[src/rtl/set_assoc_cache.sv]
// N-way set-associative write-through, no-write-allocate data cache with round-robin victims.
// Load hits complete in the request cycle. Misses and stores take 1 cycle plus the memory latency and hold the core until mem_ack_i.
module set_assoc_cache #(
    parameter int DATA_WIDTH = 32,
    parameter int ADDR_WIDTH = 32,
    parameter int SETS       = 4,
    parameter int WAYS       = 2
) (
    input  logic                  clk_i,
    input  logic                  rst_ni,
    input  logic                  req_i,
    input  logic                  we_i,
    input  logic                  byte_op_i,
    input  logic [ADDR_WIDTH-1:0] addr_i,
    input  logic [DATA_WIDTH-1:0] wdata_i,
    input  logic                  flush_i,
    output logic [DATA_WIDTH-1:0] rdata_o,
    output logic                  ready_o,
    output logic                  mem_req_o,
    output logic                  mem_we_o,
    output logic                  mem_byte_op_o,
    output logic [ADDR_WIDTH-1:0] mem_addr_o,
    output logic [DATA_WIDTH-1:0] mem_wdata_o,
    input  logic [DATA_WIDTH-1:0] mem_rdata_i,
    input  logic                  mem_ack_i,
    output logic [31:0]           hit_count_o,
    output logic [31:0]           miss_count_o
);

    localparam int IDX_W = $clog2(SETS);
    localparam int TAG_W = ADDR_WIDTH - 2 - IDX_W;
    localparam int WAY_W = (WAYS > 1) ? $clog2(WAYS) : 1;

    typedef enum logic [1:0] {IDLE, FILL, WRITE} state_t;

    state_t                  state;
    logic [DATA_WIDTH-1:0]   data_q  [SETS][WAYS];
    logic [TAG_W-1:0]        tag_q   [SETS][WAYS];
    logic [WAYS-1:0]         valid_q [SETS];
    logic [WAY_W-1:0]        ptr_q   [SETS];
    logic [31:0]             hit_cnt;
    logic [31:0]             miss_cnt;

    logic [IDX_W-1:0]        idx;
    logic [TAG_W-1:0]        tag;
    logic [1:0]              off;
    logic                    hit;
    logic [WAY_W-1:0]        hit_way;
    logic [DATA_WIDTH-1:0]   hit_data;
    logic                    has_inv;
    logic [WAY_W-1:0]        inv_way;
    logic [WAY_W-1:0]        victim;
    logic [WAY_W-1:0]        ptr_next;
    logic [DATA_WIDTH-1:0]   ld_word;
    logic                    fill_we;
    logic                    store_we;

    assign idx = addr_i[2 +: IDX_W];
    assign tag = addr_i[ADDR_WIDTH-1 -: TAG_W];
    assign off = addr_i[1:0];

    // Tags only compare against valid ways, so at most one way can match.
    always_comb begin
        hit      = 1'b0;
        hit_way  = '0;
        hit_data = '0;
        for (int w = 0; w < WAYS; w++) begin
            if (valid_q[idx][w] && tag_q[idx][w] == tag) begin
                hit      = 1'b1;
                hit_way  = WAY_W'(w);
                hit_data = data_q[idx][w];
            end
        end
    end

    // Descending scan leaves the lowest-index invalid way selected.
    always_comb begin
        inv_way = '0;
        for (int w = WAYS - 1; w >= 0; w--) begin
            if (!valid_q[idx][w]) inv_way = WAY_W'(w);
        end
    end

    assign has_inv  = ~&valid_q[idx];
    assign victim   = has_inv ? inv_way : ptr_q[idx];
    assign ptr_next = (ptr_q[idx] == WAY_W'(WAYS - 1)) ? '0 : ptr_q[idx] + 1'b1;
    assign ld_word  = (state == FILL) ? mem_rdata_i : hit_data;
    assign fill_we  = (state == FILL) && mem_ack_i;
    assign store_we = (state == WRITE) && mem_ack_i && hit;

    always_comb begin
        ready_o       = 1'b0;
        rdata_o       = '0;
        mem_req_o     = 1'b0;
        mem_we_o      = 1'b0;
        mem_byte_op_o = 1'b0;
        mem_addr_o    = '0;
        case (state)
            IDLE: ready_o = req_i && !flush_i && !we_i && hit;
            FILL: begin
                mem_req_o  = 1'b1;
                mem_addr_o = {addr_i[ADDR_WIDTH-1:2], 2'b00};
                ready_o    = mem_ack_i;
            end
            WRITE: begin
                mem_req_o     = 1'b1;
                mem_we_o      = 1'b1;
                mem_byte_op_o = byte_op_i;
                mem_addr_o    = addr_i;
                ready_o       = mem_ack_i;
            end
            default: ;
        endcase
        if (ready_o && !we_i)
            rdata_o = byte_op_i ? {24'b0, ld_word[off*8 +: 8]} : ld_word;
    end

    assign mem_wdata_o  = wdata_i;
    assign hit_count_o  = hit_cnt;
    assign miss_count_o = miss_cnt;

    always_ff @(posedge clk_i or negedge rst_ni) begin
        if (!rst_ni) begin
            state    <= IDLE;
            hit_cnt  <= '0;
            miss_cnt <= '0;
            for (int s = 0; s < SETS; s++) begin
                valid_q[s] <= '0;
                ptr_q[s]   <= '0;
            end
        end else begin
            case (state)
                IDLE: begin
                    if (flush_i) begin
                        for (int s = 0; s < SETS; s++) begin
                            valid_q[s] <= '0;
                            ptr_q[s]   <= '0;
                        end
                    end else if (req_i) begin
                        if (we_i)     state   <= WRITE;
                        else if (hit) hit_cnt <= hit_cnt + 32'd1;
                        else          state   <= FILL;
                    end
                end
                FILL: begin
                    if (mem_ack_i) begin
                        valid_q[idx][victim] <= 1'b1;
                        if (!has_inv) ptr_q[idx] <= ptr_next;
                        miss_cnt <= miss_cnt + 32'd1;
                        state    <= IDLE;
                    end
                end
                WRITE: if (mem_ack_i) state <= IDLE;
                default: state <= IDLE;
            endcase
        end
    end

    // Line payload needs no reset: valid bits gate every use of it.
    always_ff @(posedge clk_i) begin
        if (fill_we) begin
            data_q[idx][victim] <= mem_rdata_i;
            tag_q[idx][victim]  <= tag;
        end else if (store_we) begin
            for (int b = 0; b < 4; b++) begin
                if (!byte_op_i)
                    data_q[idx][hit_way][b*8 +: 8] <= wdata_i[b*8 +: 8];
                else if (off == 2'(b))
                    data_q[idx][hit_way][b*8 +: 8] <= wdata_i[7:0];
            end
        end
    end

endmodule

[config.mk]
export PLATFORM = sky130hd
export DESIGN_NAME = set_assoc_cache
export DESIGN_NICKNAME = d
export VERILOG_FILES = /design/src/rtl/set_assoc_cache.sv
export SDC_FILE = /design/constraint.sdc
export NUM_CORES = 1
export LEC_CHECK = 0
export CAP_MARGIN = 20
export CORE_MARGIN = 5
export CORE_UTILIZATION = 26
export DETAILED_ROUTE_END_ITERATION = 8
export GPL_ROUTABILITY_DRIVEN = 0
export GPL_TIMING_DRIVEN = 0
export PLACE_DENSITY = 0.51
export SLEW_MARGIN = 10
export SYNTH_ARGS = -nofsm -noshare
export SYNTH_HDL_FRONTEND = slang
export SYNTH_SLANG_ARGS = --single-unit
[constraint.sdc]
create_clock -name clk_i -period 13.18 [get_ports clk_i]
set_clock_uncertainty 0.15 [all_clocks]
set_input_delay 2.636 -clock clk_i [delete_from_list [all_inputs] [get_ports clk_i]]
set_output_delay 2.636 -clock clk_i [all_outputs]
set_load 0.02 [all_outputs]
# After elaboration in Yosys (flattened, before gate mapping)
# Memory sizes are Yosys's and may differ from the RTL's.
# Index checks and enable logic that the tools add are counted.
# word_totals
reg_bits,78
latchBits,0
ram_bits,480
mem_bits_ro,0
input_bits,103
memories,2
# memory_table
memory,words,word_bits,read_ports,rd_clocked_by_memory_dff,wr,line_no,rtl
data_q,4,64,1,0,1,37,logic [DATA_WIDTH-1:0] data_q [SETS][WAYS];
tag_q,4,56,1,0,1,38,logic [TAG_W-1:0] tag_q [SETS][WAYS];
# classes
addsub,3
n_mul,0
n_div,0
n_lt_le_gt_ge,8
eq_ne,14
n_shift,1
muxes,597
bitwise,518
n_reduce_logical,25
# ops
operator,n
$mux W64,9
$mux W1,546
$or A1 B1 Y1,512
$mux W32,7
$demux W32 S1,5
$add A32 B1 Y32 const B,2
$pmux W32 S2,1
$eq A28 B28 Y1,2
$mux W56,1
$shiftx A32 B6 Y8,1
$demux W28 S1,1
$mux W28,1
$mux W24,1
$mux W8,3
$mux W16,1
$mux W2,8
$pmux W8 S2,1
$logic_and A1 B1 Y1,13
$mux W4,3
$ne A2 B2 Y1 const B,4
$or A8 B8 Y8,1
$pmux W4 S2,1
$reduce_and A4 Y1,2
$eq A2 B2 Y1 const B,3
28 further kinds,37

# Logic depth before layout (Yosys ltp)
# Gate-level depths: netlist of run 1.
# depth
depth_word,21
ltp_mapped,17
ltp_nobuf,11

# Least setup slack after synthesis of run 1
# OpenSTA, ideal clock, no wires.
# synth_path
path_kind,input-to-output
startpoint,input port addr_i[2]
endpoint,output port rdata_o[31]
t_arrival_ps,6489
required_time_ps,10394
setup_slack_ps,3905
stages,12
n_path_buf,4
cell_sequence,buf_4 buf_2 buf_4 mux2_2 nor3b_1 or4b_2 nor4_4 a32oi_1 nand2b_1 buf_2 a21o_1 a2111oi_0
# synth_between
elab_chain_len,11
elab_cells_between_ends,20
# synth_rtl
element,line_no,rtl
"start, declared",14,"input logic [ADDR_WIDTH-1:0] addr_i,"
branches (longest 10 deep; another with $mem_v2 Z4 W56),n/a,
$mux W32 *,114,if (ready_o && !we_i)
"end, declared",17,"output logic [DATA_WIDTH-1:0] rdata_o,"
# Mark *: on every way between the ends. The select of a mux whose other input is x is not followed.

# Worst setup path after layout of run 1
# layout_path
startpoint,input port addr_i[3]
endpoint,output port rdata_o[31]
# Same word-level chain as after synthesis.

==> out/metrics.cfg, run 1 <==
[drt]
drtAntennaViolNets=0
first_pass_iters=6
via_per_inst=5.18
post-route-drc-count=0
routed_wl_mm=88.9
wl_per_cell_um=25.7
drtIter0Drc=2310
vias=17900

[critical_path]
path_cells=clkdlybuf4s50_1 -> buf_2 -> buf_2 -> buf_2 -> buf_1 -> mux4_2 -> xnor2_1 -> nand4_1 -> nor2_1 -> a32oi_1 -> nand2b_1 -> buf_2 -> a21o_1 -> a2111oi_1 -> clkdlybuf4s50_1
path_common_cell=buf_2
startpoint_type=input port
critical-path-top-delay-family=buffers and inverters
critPathCaptureType=output pin
crit_type=input port to output pin
path_depth=15
cp.arrival_ns=9.96
ff2ff_path_depth=9
crit_fanout=10
critPathBufInv=7
r2r-end=data_q[0][45]
worst_ep_required_time_ns=10.39
slowest_stage=a2111oi_1
r2r_setup_slack_ns=7.82
worst_path_largest_cell_delay_ns=0.88
critical_path.startpoint=addr_i[3]
reg2reg_from=tag_q[3][38]

[yosys]
yosysTopAreaCell=edfxtp_1
synth_warnings=0
synth.distinct_cells=68
synth_top_family_by_area=multiplexers
synth_mux_area_frac=0.128
yosys.area_share.simple=0.0983
ys_seq_elements=558
yosysSeqAreaShare=0.633
synth_cells=1788
synth_edf_count=480
synth-xor-area-share=0.0379
yosys-top-cells-area=edfxtp_1, mux4_2, dfrtp_1
syn_avg_cell_area_sq_um=14.5
synthFlopType=edfxtp_1
synth_fa_ha_area_frac=0.00290
yosys.area.top_type_share=0.557
syn_nets=1897
syn-cell-area_sq_um=25900
synth-compound-area-share=0.0683
async_reset_ff_frac=0.140

[layout]
fillCellCount=9701
areaGrowthSynthToFinish_pct=24.8
final_nets=2229
instances_no_fill=3457
layout-drive-gt1-share=0.152
multi_input_area_sq_um=8750
final_core_util=0.328
seqCellArea_sq_um=16400
n_antenna_cell=0
mostFrequentLayoutCells=edfxtp_1, clkdlybuf4s50_1, nor2_1
final_common_cell=edfxtp_1

[cts]
numCtsBuffers=59
clock-sinks=558
postCtsSetupBuffers=0
clk_latency_ns=0.62
cts_tree=yes
cts.repair.resized=0
clk_pin_slew_ns=0.06
cts_buffer_depth=3
htreeDepth=2
root_buffer=clkbuf_16
cts_hold_buf=0

[die]
ios=267
die_w_um=325
coreArea_sq_um=98600
die_h_um=325
std_cell_rows=115
dieArea_sq_um=106000
start_util=0.262

[grt]
gr-total-overflow=0
met2_usage=0.265
grt_max_degree=64
antenna_found_initial=1
grt_pass1_vias=18000
use_met3=0.0385
track_usage=0.161
busiest_layer=met2
grt_use_met1=0.214
grt_pass1_wl_mm=127

[power_and_ir_drop]
p_per_area_nw_per_um2=144
leakage_nw=10.7
ir_drop_uv=115

[placed_design]
hpwl_mm=66.7
dp_cells=3344
port_buffers=256

[min_path]
hp-class=register to register
min_path_cells=1
min_from=miss_count_o[31]
whs_endpoint=miss_count_o[31]

[sta]
tns_ns=0
drv_slew=0
tightest_slew_ns=1.12
relSlewSlack=0.252
min_period_over_period=0.967
min_period_ns=12.74
rsz0062_at_grt=no
fmaxAchievable_ghz=0.0785
finalHoldViolCount=0
setup_viol=0

[flow_run]
max_cap_viol_count=0

[status]
outcome=finished, final reports clean

==> how the worst max path moves through the flow <==
| stage | end | slack, ns |
|---|---|---|
| floorplan | rdata_o[31] | 3.91 |
| global placement | rdata_o[31] | 0.24 |
| detailed placement | rdata_o[25] | 0.22 |
| CTS | rdata_o[25] | 0.21 |
| global route | rdata_o[31] | 0.20 |
| finish | rdata_o[31] | 0.44 |
==> report_power, final <==
part	switching, mW	internal, mW
Combinational	0.620	0.348
Clock	0.688	0.937
Sequential	0.0346	2.01
==> final cells by class <==
cell class,count,area share
Multi-Input combinational cell,1071,0.271
Clock buffer,87,0.0505
Buffer,143,0.0234
Clock inverter,24,0.00771
Tap cell,1287,0.0499
Sequential cell,558,0.507
Inverter,16,0.00186
Timing Repair Buffer,271,0.0886
==> stage by stage <==
| stage | total power, mW | hold slack [ns] | setup WS (ns) | instance area [sq um] |
|---|---|---|---|---|
| floorplan | 2.57 | 0.307 | 3.91 | 25900 |
| global placement | 3.01 | 0.312 | 0.238 | 30000 |
| detailed placement | 3.03 | 0.317 | 0.217 | 30400 |
| CTS | 4.66 | 0.333 | 0.208 | 32300 |
| global route | 4.80 | 0.353 | 0.201 | 32300 |
| finish | 4.64 | 0.333 | 0.435 | 32300 |
==> worst reg2reg max path: stages, from the launching register on <==
cell and delay (ns):
edfxtp_1 0.37, mux4_2 0.50, xnor2_1 0.46, or4b_1 0.54, a2111oi_2 0.32, nand4b_1 0.41, a311oi_2 0.95, a21boi_4 0.42
nor2_1 0.16, nor2_1 0.70
==> cell usage after synthesis (10+ instances only) <==
cell / number
buf_2: 14
nand2b_1: 13
nand4_1: 31
and3_1: 50
a31oi_1: 20
a21oi_1: 120
inv_1: 16
o221ai_1: 10
and2_1: 37
dfrtp_1: 78
mux2i_1: 63
xnor2_1: 80
nand2_1: 70
clkbuf_1: 62
mux4_2: 104
a31o_2: 14
a2111oi_2: 11
xor2_1: 32
and4_1: 21
edfxtp_1: 480
buf_4: 39
nor3_1: 22
nand3_1: 61
o22ai_1: 37
nor2_1: 149
mux2_2: 22
buf_1: 22
==> metal layers <==
layer	up-vias	wire [um]
met3	191	8420
li1	7597	-
met5	-	0
met1	9056	36000
met4	0	2700
met2	1050	41800
==> flip-flops by register name, indices dropped and copies added, names as in the netlist <==
register	flops
miss_count_o	32
data_q	256
valid_q	8
ptr_q	4
state	2
hit_count_o	32
tag_q	224
==> cell families (layout without fill, tap and decap cells) <==
logic type,after synthesis,count (layout)
muxes,197,197
DFF,558,558
and+or+nand+nor,492,492
AOI/OAI and AO/OA,264,264
xor gates and xnor gates,112,112
buffers and inverters,159,541
adders and majority gates,6,6
Note: power is estimated with default switching activity, not from simulation.
==> run 2, diff against run 1 <==
--- a/config.mk
+++ b/config.mk
@@ -5,6 +5,7 @@
 export SDC_FILE = /design/constraint.sdc
 export NUM_CORES = 1
 export LEC_CHECK = 0
+export ABC_AREA = 1
 export CAP_MARGIN = 20
 export CORE_MARGIN = 5
 export CORE_UTILIZATION = 26
@@ -12,7 +13,7 @@
 export GPL_ROUTABILITY_DRIVEN = 0
 export GPL_TIMING_DRIVEN = 0
 export PLACE_DENSITY = 0.51
-export SLEW_MARGIN = 10
+export SLEW_MARGIN = 15
 export SYNTH_ARGS = -nofsm -noshare
 export SYNTH_HDL_FRONTEND = slang
 export SYNTH_SLANG_ARGS = --single-unit
==> out/metrics.cfg, run 2 <==
[status]
outcome=finished, final reports clean

[drt]
vias=21800
post-route-drc-count=0
via_per_inst=4.68
wl_per_cell_um=20.6
drtAntennaViolNets=0
drtIter0Drc=1984
first_pass_iters=8
routed_wl_mm=95.8

[sta]
fmaxAchievable_ghz=0.0949
setup_viol=0
finalHoldViolCount=0
drv_slew=0
min_period_ns=10.54
min_period_over_period=0.799
worst_slack_ns=2.64
relSlewSlack=0.330
tightest_slew_ns=1.00
whs_ns=0.357
tns_ns=0
rsz0062_at_grt=no

[flow_run]
max_cap_viol_count=0

[yosys]
yosys.area.top_type_share=0.537
syn_avg_cell_area_sq_um=9.25
yosysTopAreaCell=edfxtp_1
yosysMostFrequentCell=nand2_1
ys_top_cells_by_count=nand2_1, edfxtp_1, nor2_1
synth_edf_count=480
syn-cell-area_sq_um=26900
ys_seq_elements=558
async_reset_ff_frac=0.140
yosys-top-cells-area=edfxtp_1, nand2_1, dfrtp_1
synth_cells=2903
synthFlopType=edfxtp_1
yosysSeqAreaShare=0.609
synth_warnings=0
syn_nets=3012
synth.distinct_cells=41

[layout]
reg.largest.list=data_q x256, tag_q x224
final_nets=3349
final_core_util=0.328
n_antenna_cell=0
areaGrowthSynthToFinish_pct=24.8
layout-drive-gt1-share=0.0656
mostFrequentLayoutCells=nand2_1, edfxtp_1, clkdlybuf4s50_1
regMostFlops=data_q
final_common_cell=nand2_1
fillCellCount=10700
largest_reg_flops=256

[cts]
clk_latency_ns=0.67
postCtsSetupBuffers=0
cts_hold_buf=0
clk_pin_slew_ns=0.06
clock-sinks=558
cts_buffer_depth=3
cts.repair.resized=0
cts_tree=yes
htreeDepth=2
numCtsBuffers=61
root_buffer=clkbuf_16

[placed_design]
port_buffers=265
post-place-ws_ns=2.53
hpwl_mm=73.0

[die]
start_util=0.263
die_h_um=331
coreArea_sq_um=102000
dieArea_sq_um=110000
std_cell_rows=117
ios=267
die_w_um=331

[power_and_ir_drop]
pwr-share-comb=0.178
ir_drop_uv=103
internal_power_mw=3.23
p_seq_frac=0.442
p_sw_mw=1.33
swShare=0.292
leakage_nw=13.4
p_per_area_nw_per_um2=136
p_clk_frac=0.380

[critical_path]
startpoint_type=input port
worst_ep_required_time_ns=10.39
path_common_cell=nand2_1
slowest_stage=clkdlybuf4s50_1
crit_fanout=10
worst_path_largest_cell_delay_ns=0.68
path_cells=clkdlybuf4s50_1 -> inv_2 -> buf_4 -> buf_2 -> nand2_1 -> nand2_1 -> nand2_1 -> nand2_1 -> nand2_1 -> nand2_1 -> nand3_1 -> nor2_1 -> nand2_1 -> nor2_1 -> nand2_1 -> nand2_2 -> nand2_2 -> nand2_1 -> nand2_2 -> nor2_4 -> nand2_2 -> buf_6 -> a21oi_2 -> clkdlybuf4s50_1
critPathCaptureType=output pin
critical-path-top-delay-family=simple AND/OR/NAND/NOR gates
critPathBufInv=6
cp.arrival_ns=7.75
crit_type=input port to output pin

[grt]
grt_max_degree=46
grt_pass1_vias=21100
antenna_found_initial=0
track_usage=0.167
grt_pass1_wl_mm=140
gr-total-overflow=0

[min_path]
hp-class=register to register

==> run 2: final timing paths <==
kind | start | end | slack (ns) | cells past startpoint
min | valid_q[2] | valid_q[2] | 0.36 | 2
max in group asynchronous | rst_ni | valid_q[5] | 10.45 | 2
min reg2reg | valid_q[2] | valid_q[2] | 0.36 | 2
max | addr_i[2] | rdata_o[29] | 2.64 | 24
max reg2reg | tag_q[3][14] | data_q[0][36] | 9.00 | 17
min in group asynchronous | rst_ni | hit_count_o[22] | 1.80 | 1
==> run 2: final cells by class <==
type / instances / area (sq um) / area share
buffer: 139 / 743 / 0.0222
clock buffer: 75 / 1580 / 0.0471
clock inverter: 39 / 429 / 0.0128
inverter: 229 / 860 / 0.0257
multi-input combinational: 1977 / 8950 / 0.267
sequential: 558 / 16400 / 0.488
tap: 1368 / 1710 / 0.0511
timing repair buffer: 274 / 2870 / 0.0856
==> run 2: cells by family after synthesis <==
logic type / synth area share
buf+inv: 0.0597
xor+xnor: 0.0196
compound gates: 0.0608
flops: 0.609
simple gates: 0.248
fa+ha+maj: 0.00280
==> run 2: power by group through the flow <==
| stage | Sequential (mW) | Combinational, mW | Clock, mW |
|---|---|---|---|
| floorplan | 2.05 | 0.412 | 0 |
| global placement | 2.05 | 0.795 | 0 |
| detailed placement | 2.05 | 0.806 | 0 |
| CTS | 2.01 | 0.809 | 1.76 |
| global route | 2.02 | 0.876 | 1.84 |
| finish | 2.01 | 0.810 | 1.73 |
==> run 2: through the flow <==
stage | power (mW) | cell area [sq um] | std cells
after floorplan | 2.46 | 26900 | 2903
after global placement | 2.85 | 31200 | 4536
after detailed placement | 2.86 | 31500 | 4545
after CTS | 4.59 | 33500 | 4659
after global routing | 4.73 | 33500 | 4659
final | 4.56 | 33500 | 4659
==> run 2: worst register-to-register path: stages (launching register included) <==
cell	delay (ns)
edfxtp_1	0.35
inv_1	0.06
nor2_1	0.04
a21oi_1	0.22
nand2_1	0.09
nand2_1	0.06
nand2_1	0.17
nor2_1	0.15
nand2_1	0.10
nor2_4	0.39
nand2_2	0.22
nand2_2	0.29
nand2_2	0.17
nor2_1	0.16
nand2_1	0.25
nand2_1	0.17
inv_1	0.10
nor2_1	0.69
==> run 2: routing by layer <==
layer / share of wire / up-vias / global-route usage
met3: 0.077 / 137 / 0.0331
met1: 0.43 / 10400 / 0.226
met5: 0 / - / 0
li1: - / 10400 / -
met2: 0.46 / 876 / 0.275
met4: 0.026 / 0 / 0.0431
==> run 3, diff against run 2 <==
==> constraint.sdc (replaced) <==
create_clock -name clk_i -period 9.8 [get_ports clk_i]
set_clock_uncertainty 0.15 [all_clocks]
set_input_delay 1.96 -clock clk_i [delete_from_list [all_inputs] [get_ports clk_i]]
set_output_delay 1.96 -clock clk_i [all_outputs]
set_load 0.02 [all_outputs]
==> results of run 3 <==
Same layout as run 2 (identical final DEF). Status: finished, final reports clean.
Main changes from that run: setup slack after placement 2.53 ns -> 0.503 ns; setup slack after layout 2.64 ns -> 0.616 ns; register-to-register setup slack 9.00 ns -> 5.62 ns; total power 4.56 mW -> 6.13 mW; worst IR drop on VDD 103 uV -> 139 uV
